**src/rtl/reg_file_pkg.sv**
```systemverilog
// reg_file_pkg: shared register-file widths, address type and the x0 constant
package reg_file_pkg;
    localparam int REG_ADDR_W = 5;
    localparam int XLEN = 32;
    localparam int NUM_REGS = 32;
    typedef logic [REG_ADDR_W-1:0] reg_addr_t;
    localparam reg_addr_t X0 = 5'd0;
endpackage

```
**src/rtl/rr_arbiter.sv**
```systemverilog
// rr_arbiter: round-robin one-hot grant starting the search at prio
module rr_arbiter #(
    parameter int N = 2,
    localparam int IW = N > 1 ? $clog2(N) : 1
) (
    input  logic          clk,
    input  logic          rst_n,
    input  logic [N-1:0]  req,
    input  logic          advance,
    output logic [N-1:0]  grant,
    output logic [IW-1:0] grant_idx
);
    logic [IW-1:0] prio_q, prio_d;
    logic [IW-1:0] idx;
    int j;
    always_comb begin
        grant = '0;
        grant_idx = '0;
        idx = '0;
        j = 0;
        // scan farthest-first so the requester closest to prio overwrites the rest
        for (int k = N - 1; k >= 0; k--) begin
            j = int'(prio_q) + k;
            j = j >= N ? j - N : j;
            idx = IW'(j);
            if (req[idx]) begin
                grant = '0;
                grant[idx] = 1'b1;
                grant_idx = idx;
            end
        end
        prio_d = (advance && |grant) ? (grant_idx == IW'(N - 1) ? '0 : grant_idx + 1'b1) : prio_q;
    end
    always_ff @(posedge clk or negedge rst_n) begin
        if (!rst_n) prio_q <= '0;
        else prio_q <= prio_d;
    end
endmodule

```
**src/rtl/reg_file_wb_arbiter.sv**
```systemverilog
// reg_file_wb_arbiter: shares the register-file write port among writeback sources
// and tracks pending destinations so decode can stall on RAW hazards.
module reg_file_wb_arbiter #(
    parameter int NUM_REQ = 2,
    parameter int XLEN = reg_file_pkg::XLEN,
    parameter int NUM_REGS = reg_file_pkg::NUM_REGS
) (
    input  logic                                    clk,
    input  logic                                    rst_n,
    input  logic                                    alloc_valid,
    input  reg_file_pkg::reg_addr_t                 alloc_reg,
    input  reg_file_pkg::reg_addr_t                 chk_reg_1,
    input  reg_file_pkg::reg_addr_t                 chk_reg_2,
    output logic                                    chk_busy_1,
    output logic                                    chk_busy_2,
    input  logic [NUM_REQ-1:0]                      req_valid,
    input  reg_file_pkg::reg_addr_t [NUM_REQ-1:0]   req_reg,
    input  logic [NUM_REQ-1:0][XLEN-1:0]            req_data,
    output logic [NUM_REQ-1:0]                      req_ready,
    output logic                                    wr_en,
    output reg_file_pkg::reg_addr_t                 wr_reg,
    output logic [XLEN-1:0]                         wr_data,
    output logic                                    sb_err
);
    import reg_file_pkg::*;
    localparam int IW = NUM_REQ > 1 ? $clog2(NUM_REQ) : 1;
    logic [IW-1:0] gidx;
    logic accept, waw, orphan;
    reg_addr_t sel_reg;
    logic [XLEN-1:0] sel_data;
    logic wr_en_q, wr_en_d, sb_err_q, sb_err_d;
    reg_addr_t wr_reg_q, wr_reg_d;
    logic [XLEN-1:0] wr_data_q, wr_data_d;
    logic [NUM_REGS-1:0] busy_q, busy_d;
    rr_arbiter #(.N(NUM_REQ)) u_arb (
        .clk       (clk),
        .rst_n     (rst_n),
        .req       (req_valid),
        .advance   (|req_valid),
        .grant     (req_ready),
        .grant_idx (gidx)
    );
    always_comb begin
        accept = |req_ready;
        sel_reg = req_reg[gidx];
        sel_data = req_data[gidx];
        wr_en_d = accept && sel_reg != X0;
        wr_reg_d = accept ? sel_reg : wr_reg_q;
        wr_data_d = accept ? sel_data : wr_data_q;
        // a register being committed this edge is free again, so re-allocating it is legal
        waw = alloc_valid && alloc_reg != X0 && busy_q[alloc_reg] && !(wr_en_q && wr_reg_q == alloc_reg);
        orphan = accept && sel_reg != X0 && !busy_q[sel_reg];
        sb_err_d = sb_err_q || waw || orphan;
        busy_d = busy_q;
        if (wr_en_q) busy_d[wr_reg_q] = 1'b0;
        if (alloc_valid) busy_d[alloc_reg] = 1'b1;
        busy_d[0] = 1'b0;
    end
    always_ff @(posedge clk or negedge rst_n) begin
        if (!rst_n) begin
            wr_en_q   <= 1'b0;
            wr_reg_q  <= X0;
            wr_data_q <= '0;
            busy_q    <= '0;
            sb_err_q  <= 1'b0;
        end else begin
            wr_en_q   <= wr_en_d;
            wr_reg_q  <= wr_reg_d;
            wr_data_q <= wr_data_d;
            busy_q    <= busy_d;
            sb_err_q  <= sb_err_d;
        end
    end
    assign wr_en = wr_en_q;
    assign wr_reg = wr_reg_q;
    assign wr_data = wr_data_q;
    assign sb_err = sb_err_q;
    assign chk_busy_1 = busy_q[chk_reg_1];
    assign chk_busy_2 = busy_q[chk_reg_2];
endmodule

```
**config.mk**
```make
export PLATFORM = sky130hd
export DESIGN_NAME = reg_file_wb_arbiter
export DESIGN_NICKNAME = d
export VERILOG_FILES = /design/src/rtl/reg_file_pkg.sv /design/src/rtl/rr_arbiter.sv /design/src/rtl/reg_file_wb_arbiter.sv
export SDC_FILE = /design/constraint.sdc
export NUM_CORES = 1
export LEC_CHECK = 0
export CAP_MARGIN = 10
export CORE_AREA = 8 8 113 115
export DETAILED_ROUTE_END_ITERATION = 7
export DIE_AREA = 0 0 121 123
export GPL_ROUTABILITY_DRIVEN = 0
export PLACE_DENSITY = 0.75
export SLEW_MARGIN = 20
export SYNTH_ARGS = -nofsm -noshare
export SYNTH_HDL_FRONTEND = slang
export SYNTH_SLANG_ARGS = --single-unit
```
**constraint.sdc**
```tcl
create_clock -name clk -period 5.9 [get_ports clk]
set_input_delay 0.885 -clock clk [delete_from_list [all_inputs] [get_ports clk]]
set_output_delay 0.885 -clock clk [all_outputs]
set_load 0.01 [all_outputs]
```
======== Yosys cells after proc, flatten, opt, wreduce, memory -nomap -nowiden ========
Index checks and enable logic that the tools add are counted.
operators by class
  $add $sub $neg .......................... 4
  multipliers ............................. 0
  div/mod/pow operators ................... 0
  order comparisons ....................... 14
  equal/unequal tests ..................... 1
  shifts and indexed selects .............. 0
  mux-type cells .......................... 33
  bitwise gates (word level) .............. 3
  reduce and logical (&&, ||, !) cells .... 19
operators with widths
  kind                                                                count
  2-to-1 mux 32 bit                                                   4
  AND 32 bit                                                          1
  NOT 32 bit                                                          1
  bitwise OR 32 bit                                                   1
  less-than comparator 5 x 6 -> 1 bit (second input constant)         5
  binary-select mux 1 bit (select 5 bit)                              4
  2-to-1 mux 1 bit                                                    17
  logical AND 1 bit                                                   11
  demux 1 bit (select 5 bit)                                          2
  greater-or-equal comparator 5 x 1 -> 1 bit (second input constant)  2
  2-to-1 mux 5 bit                                                    2
  nonzero test 5 bit                                                  2
  less-than comparator 1 x 2 -> 1 bit (second input constant)         3
  == test 5 bit                                                       1
  2-to-1 mux 2 bit                                                    2
  OR reduction 2 bit                                                  2
  adder 1 x 1 -> 2 bit (second input constant)                        1
  demux 1 bit (select 1 bit)                                          2
  greater-or-equal comparator 1 bit (second input constant)           2
  greater-or-equal comparator 1 x 2 -> 1 bit (second input constant)  1
  greater-or-equal comparator 2 bit (second input constant)           1
  logical NOT 1 bit                                                   2
  logical OR 1 bit                                                    2
  subtractor 1 bit (second input constant)                            2
  adder 1 bit (second input constant)                                 1
storage, ports and cells
  register bits after elaboration ......... 71
  latch bits .............................. 0
  RAM bits ................................ 0
  memory bits (read-only) ................. 0
  bits of input ports ..................... 94
  output and inout port bits .............. 43
  word-level logic and storage cells ...... 80
  memories ................................ 0

======== Depth between registers and ports, before layout ========
Gate-level depths: netlist of the first run.
  depth after elaboration ................. 14
  mapped depth ............................ 9
  gate-level depth less buffers ........... 7

======== By module ========
From an unflattened synthesis of the first run, not the netlist that was laid out.
unflattened totals
  cells, all modules ...................... 456
  area, all modules ....................... 4481.8 sq um
modules (own cells, without submodules)
  module               times used  cells each  area each (sq um)  sequential area each (sq um)
  reg_file_wb_arbiter  1           449         4419.2             1751.7
  rr_arbiter           1           7           62.6               25.0

======== Least setup slack after synthesis of the first run ========
Ideal clock, no wire load.
  path type ............................... input -> output
  start ................................... input chk_reg_1[0]
  end ..................................... output chk_busy_1
  arrival time ............................ 2.565 ns
  data required time ...................... 5.015 ns
  setup slack ............................. 2.450 ns
  stages on the path ...................... 4
  path buffers ............................ 1
  cell sequence ........................... clkbuf_1 mux4_2 mux4_2 mux2_2
between the ends
  word-level cells in the longest chain between the ends .. 2
RTL lines
  what                                    line                       RTL
  start, declared                         reg_file_wb_arbiter.sv:12  input reg_file_pkg::reg_addr_t chk_reg_1,
  binary-select mux 1 bit (select 5 bit)  reg_file_wb_arbiter.sv:78  assign chk_busy_1 = busy_q[chk_reg_1];
  2-to-1 mux 1 bit (implied by the code)  reg_file_wb_arbiter.sv:78
  end, declared                           reg_file_wb_arbiter.sv:14  output logic chk_busy_1,
Every way passes these cells. The select of a mux whose other input is x is not followed.

======== Worst setup path after layout of the first run ========
  start ................................... input chk_reg_2[0]
  end ..................................... output chk_busy_2
between the ends
  word-level cells in the longest chain between the ends .. 2
RTL lines
  what                                    line                       RTL
  start, declared                         reg_file_wb_arbiter.sv:13  input reg_file_pkg::reg_addr_t chk_reg_2,
  binary-select mux 1 bit (select 5 bit)  reg_file_wb_arbiter.sv:79  assign chk_busy_2 = busy_q[chk_reg_2];
  2-to-1 mux 1 bit (implied by the code)  reg_file_wb_arbiter.sv:79
  end, declared                           reg_file_wb_arbiter.sv:15  output logic chk_busy_2,
Every way passes these cells. The select of a mux whose other input is x is not followed.

==> metrics.yaml, run 1 <==
critical_path:
  cp_max_fo: 9
  worstReg2RegStart: "u_arb.prio_q$_DFFE_PN0P_"
  crit_path_end_kind: "output port"
  cp.arrival_ns: 3.47
  required_ns: 5.02
  worstSetupPathType: "in -> out"
  rr_endpoint: "sb_err$_DFF_PN0_"
  worstRegToRegCells: 7
  startpoint_type: "primary input"
  reg2reg_slack_ns: 3.51
timing:
  slew_headroom_pct: 29.0
  tns_ns: 0
  setup_viol: 0
  fin_crit_sh_pct: 73.7
  worst_pin_slew_ns: 1.07
  rsz0062_at_grt: "false"
  whs_ns: 0.568
  period_needed_ns: 4.35
  max_freq_mhz: 230
  slew_viol_final: 0
  fin_skew_ns: 0.00972
  finalHoldViolCount: 0
die:
  initial_core_util_pct: 43.6
  die_x_microns: 121
  die-area_sq_um: 14900
  coreArea_sq_um: 11100
  fp.dieH_microns: 123
  io-pin-count: 137
  std_cell_rows: 39
clock_network:
  clkTransAtPathRegs_ns: 0.05
  cts_buffers: 9
  cts_root_buf: "clkbuf_16"
  h-tree-depth: 3
  cts_tree: "yes"
  post-cts-setup-buffer-count: 0
  cts_sinks: 71
  cts_hold_buf: 0
  cts_buffer_depth: 2
  worstSkewPairLatency_ns: 0.32
  cts-resized-gates: 0
logic_synthesis:
  syn_nets: 633
  synth-edff-count: 0
  async_reset_ff_share_pct: 100
  syn_area_sq_um: 4830
  syn_avg_cell_area_sq_um: 8.96
  yosys_warnings: 0
  synth_flop_cell: "dfrtp_1"
  ys_ff_latch: 71
  seq_area_frac_synth_pct: 36.8
  synth.distinct_cells: 57
  syn_inst: 539
global_routing:
  grt_pass1_vias: 5051
  antenna_found_initial: 0
  grt_max_degree: 113
  gr-total-overflow: 0
  grt_pass1_wl_microns: 26800
  grt_usage_pct: 23.0
layout:
  largest_reg_flops: 32
  nFillCells: 988
  n_antenna_cell: 0
  drive_gt1_share_pct: 8.95
  area_delta_synth_final_pct: 34.3
  finalNonFillerCells: 791
  post-route-util_pct: 58.6
  nets: 738
place:
  placed_cells: 776
  numPortBuffers: 136
  hpwlAfterDp_microns: 12000
routing:
  vias: 4908
  route.detailed.drc: 0
  drtIter0Drc: 595
  via_per_inst: 6.20
  dr.pass1.iters: 6
  drt_wl_total_microns: 16900
  antenna_left: 0
  wire_per_inst_microns: 21.4
min_path:
  hold_depth: 2
  hold_path_end: "sb_err$_DFF_PN0_"
  min_from: "sb_err$_DFF_PN0_"
  worstHoldPathType: "reg -> reg"
pwr:
  powerDensity_nw_per_um2: 329
  p_total_mw: 2.14
  ir_drop_mv: 0.187
  power.leakage_nw: 2.56
flow_run:
  maxCapViolCount: 0
outcome:
  status: "finished, final reports clean"
[per-layer routing]
| layer | global-route usage (%) | share of wire, % | up-vias |
|---|---|---|---|
| li1 | - | - | 2233 |
| met1 | 28.2 | 39 | 2337 |
| met2 | 35.3 | 47 | 284 |
| met3 | 8.26 | 11 | 54 |
| met4 | 11.3 | 3.4 | 0 |
| met5 | 0 | 0 | - |
[power by group]
group	switching, mW	internal, mW
clock network	0.192	0.347
registers	0.246	0.622
logic	0.317	0.412
[critical path, cell delays in order]
cell,delay [ns]
clkdlybuf4s50_1,0.77
mux4_2,0.58
mux4_2,0.47
mux2_2,0.27
clkdlybuf4s50_1,0.48
[area by class of cell]
cell class	instances	area [sq um]	share of cell area, %
clock inverter	3	42.5	0.656
multi-input combinational	376	2680	41.3
sequential	71	1780	27.4
clock buffer	12	256	3.95
timing repair buffer	140	1380	21.3
tap	143	179	2.76
inverter	46	173	2.66
[through the flow]
stage / cell area, sq um / setup slack (ns)
finish: 6490 / 1.55
CTS: 6490 / 1.51
global route: 6490 / 1.44
detailed placement: 6190 / 1.52
global placement: 6190 / 1.63
floorplan: 4830 / 2.45
[worst max-delay path by stage]
stage | from | endpoint | slack [ns] | depth (start not counted)
after floorplan | chk_reg_1[0] | chk_busy_1 | 2.45 | 4
after global placement | chk_reg_1[0] | chk_busy_1 | 1.63 | 5
after detailed placement | chk_reg_2[0] | chk_busy_2 | 1.52 | 5
after CTS | chk_reg_2[0] | chk_busy_2 | 1.51 | 5
after global routing | chk_reg_2[0] | chk_busy_2 | 1.44 | 5
final | chk_reg_2[0] | chk_busy_2 | 1.55 | 5
[cells in the mapped netlist (all sizes together) (10+ instances only)]
library cell  number  share of area [%]
nand2             18                1.5
dfrtp             71                 37
nor2              46                3.6
o22ai             37                4.8
clkbuf            37                2.9
nand3b            10                1.6
o21ai             71                7.4
a21oi             41                4.2
mux2i             12                2.5
mux4              25                 12
inv               45                3.5
a31oi             37                4.8
[placed cells by master, fill, tap and decap left out, types with 3 or more instances in the layout]
cell             instances
o21ai_0                 69
mux2_2                   7
nor2b_1                  3
mux2i_1                 12
a21oi_1                 41
nand3_1                  7
o22ai_1                 37
buf_4                    5
a211oi_1                 5
inv_1                   43
clkbuf_16                9
clkdlybuf4s50_1        134
a32oi_1                  5
o31ai_1                  3
and3_1                   5
nand2_1                 17
a31oi_1                 37
nand3b_1                10
xor2_1                   4
dfrtp_1                 71
nor2_1                  46
mux4_2                  20
or3b_2                   4
mux4_1                   5
[cells by family after synthesis]
| logic type | Yosys count | synth area share, % |
|---|---|---|
| multiplexers | 46 | 16.6 |
| flip-flops | 71 | 36.8 |
| AO/OA/AOI/OAI | 215 | 26.2 |
| AND/OR/NAND/NOR | 110 | 11.6 |
| XOR/XNOR | 5 | 0.907 |
| buffers and inverters | 92 | 7.80 |
(Power assumes the default switching activity.)
==> inputs of run 2 (changes only) <==
--- a/config.mk
+++ b/config.mk
@@ -6,11 +6,11 @@
 export NUM_CORES = 1
 export LEC_CHECK = 0
 export CAP_MARGIN = 10
-export CORE_AREA = 8 8 113 115
+export CORE_AREA = 8 8 114 116
 export DETAILED_ROUTE_END_ITERATION = 7
-export DIE_AREA = 0 0 121 123
+export DIE_AREA = 0 0 122 124
 export GPL_ROUTABILITY_DRIVEN = 0
-export PLACE_DENSITY = 0.75
+export PLACE_DENSITY = 0.77
 export SLEW_MARGIN = 20
 export SYNTH_ARGS = -nofsm -noshare
 export SYNTH_HDL_FRONTEND = slang
==> constraint.sdc (replaced) <==
create_clock -name clk -period 3.6 [get_ports clk]
set_input_delay 0.54 -clock clk [delete_from_list [all_inputs] [get_ports clk]]
set_output_delay 0.54 -clock clk [all_outputs]
set_load 0.01 [all_outputs]
==> run 2 against run 1 <==
Effect of this change:
- global-route usage decreased by 0.12 points
- utilization up 0.12 points
- first-iteration DRC count is 14% lower
- worst hold slack worse by 0.34 ns
- flip-flop and latch count unchanged
- sequential share of layout area shrank 0.29 points
- count of clock-buffer cells in the layout stayed put
- wire length rose by 2.2%
- worst setup slack lost 1.4 ns
- cell count up 1.1%
- via count increased by 3.4%
- largest cell class unchanged
==> metrics.yaml, run 2 (synthesized netlist as in run 1, its figures left out) <==
routing:
  dr_wl_met3_microns: 2290
  drtIter0Drc: 510
  route.met2.wl_microns: 8000
  via_per_inst: 6.34
  dr.pass1.iters: 6
  drt_wl_total_microns: 17300
  wire_per_inst_microns: 21.6
  met1_length_microns: 6390
  vias: 5074
  route.detailed.drc: 0
  antenna_left: 0
  dr.max_layer_used: "met4"
min_path:
  worstHoldPathType: "in -> async"
timing:
  slew_headroom_pct: 40.0
  slew_viol_final: 0
  fin_skew_ns: 0.00894
  setup_ws_ns: 0.125
  setup_viol: 0
  max_freq_mhz: 288
  worst_pin_slew_ns: 0.900
  period_needed_ns: 3.48
  fin_crit_sh_pct: 96.5
  finalHoldViolCount: 0
  tns_ns: 0
  rsz0062_at_grt: "false"
clock_network:
  post-cts-setup-buffer-count: 0
  cts_sinks: 71
  h-tree-depth: 3
  cts_buffers: 9
  cts_buffer_depth: 2
  cts_root_buf: "clkbuf_16"
  clkTransAtPathRegs_ns: 0.05
  cts-resized-gates: 0
  cts_tree: "yes"
  cts_hold_buf: 0
  worstSkewPairLatency_ns: 0.33
layout:
  finish.instance_area_sq_um: 6560
  nets: 747
  final_common_cell: "clkdlybuf4s50_1"
  area_delta_synth_final_pct: 35.8
  n_antenna_cell: 0
  finalNonFillerCells: 800
  largest_reg_flops: 32
  drive_gt1_share_pct: 10.2
  final_cell_mix: "clkdlybuf4s50_1, dfrtp_1, o21ai_0"
die:
  fp.dieH_microns: 124
  std_cell_rows: 39
  io-pin-count: 137
  die-area_sq_um: 15100
  die_x_microns: 122
  initial_core_util_pct: 43.2
  coreArea_sq_um: 11200
pwr:
  p_sw_mw: 1.27
  pwr-share-clk_pct: 25.1
  p_comb_share_pct: 33.7
  intPower_mw: 2.27
  ir_drop_mv: 0.274
  power.leakage_nw: 2.61
  powerDensity_nw_per_um2: 540
  swShare_pct: 36.0
  p_total_mw: 3.54
  seqPwrFrac_pct: 41.2
critical_path:
  cp.arrival_ns: 2.94
  path_delay_family: "multiplexers"
  slowest_stage: "mux4_2"
  crit_buf_inv: 3
  worstSetupPathType: "in -> out"
  reg2reg_slack_ns: 0.83
  worstReg2RegStart: "u_arb.prio_q$_DFFE_PN0P_"
  rr_endpoint: "sb_err$_DFF_PN0_"
  worstRegToRegCells: 6
  critical-path-max-stage-delay_ns: 0.51
  cp_cell_sequence: "clkdlybuf4s50_1 -> buf_4 -> mux4_2 -> mux4_2 -> mux2_2 -> clkdlybuf4s50_1"
  required_ns: 3.06
  crit_path_end_kind: "output port"
  startpoint_type: "primary input"
  cp_max_fo: 9
global_routing:
  grt_pass1_wl_microns: 27200
  gr-total-overflow: 0
  grt_pass1_vias: 5134
  grt_max_degree: 100
  antenna_found_initial: 0
  grt_usage_pct: 22.8
place:
  place_area_sq_um: 6260
  placed_cells: 785
  pre_cts_ws_ns: 0.127
  numPortBuffers: 136
  hpwlAfterDp_microns: 12400
flow_run:
  maxCapViolCount: 0
outcome:
  status: "finished, final reports clean"
## run 2: cell types whose count changed in the layout (fill, tap and decap cells not counted), sizes merged
cell,change
buf,+9
## run 2: area by class of cell
type	instances	area, sq um
fillers	967	4620
repair buffers	149	1450
clock inverters	3	42.5
multi-input cells	376	2680
well taps	143	179
inverters	46	173
clock buffers	12	256
flip-flops and latches	71	1780
## run 2: worst max-delay path by stage
stage                            start    endpoint  slack, ns  cells past startpoint
after global placement    chk_reg_2[0]  chk_busy_2       0.18                      6
after global routing      chk_reg_1[0]  chk_busy_1       0.06                      6
after detailed placement  chk_reg_2[0]  chk_busy_2       0.13                      6
after CTS                 chk_reg_2[0]  chk_busy_2       0.12                      6
after floorplan           chk_reg_1[0]  chk_busy_1       0.84                      4
final                     chk_reg_2[0]  chk_busy_2       0.12                      6
## run 2: metrics by stage
step / hold WS, ns / utilization (%)
finish: 0.232 / 58.7
global route: 0.270 / 58.7
CTS: 0.462 / 58.7
detailed placement: 0.569 / 56.0
global placement: 0.574 / 56.0
floorplan: 0.244 / -
## run 2: routing by layer
layer,vias to the layer above,track usage [%]
met1,2380,27.0
met5,-,0
met3,72,9.29
met4,0,11.3
li1,2251,-
met2,371,35.5
## run 2: power by group through the flow
| stage | combinational (mW) | clock (mW) | sequential, mW |
|---|---|---|---|
| floorplan | 0.766 | 0 | 1.23 |
| global placement | 1.13 | 0 | 1.42 |
| detailed placement | 1.18 | 0 | 1.44 |
| CTS | 1.19 | 0.908 | 1.43 |
| global route | 1.30 | 0.945 | 1.46 |
| finish | 1.19 | 0.891 | 1.46 |
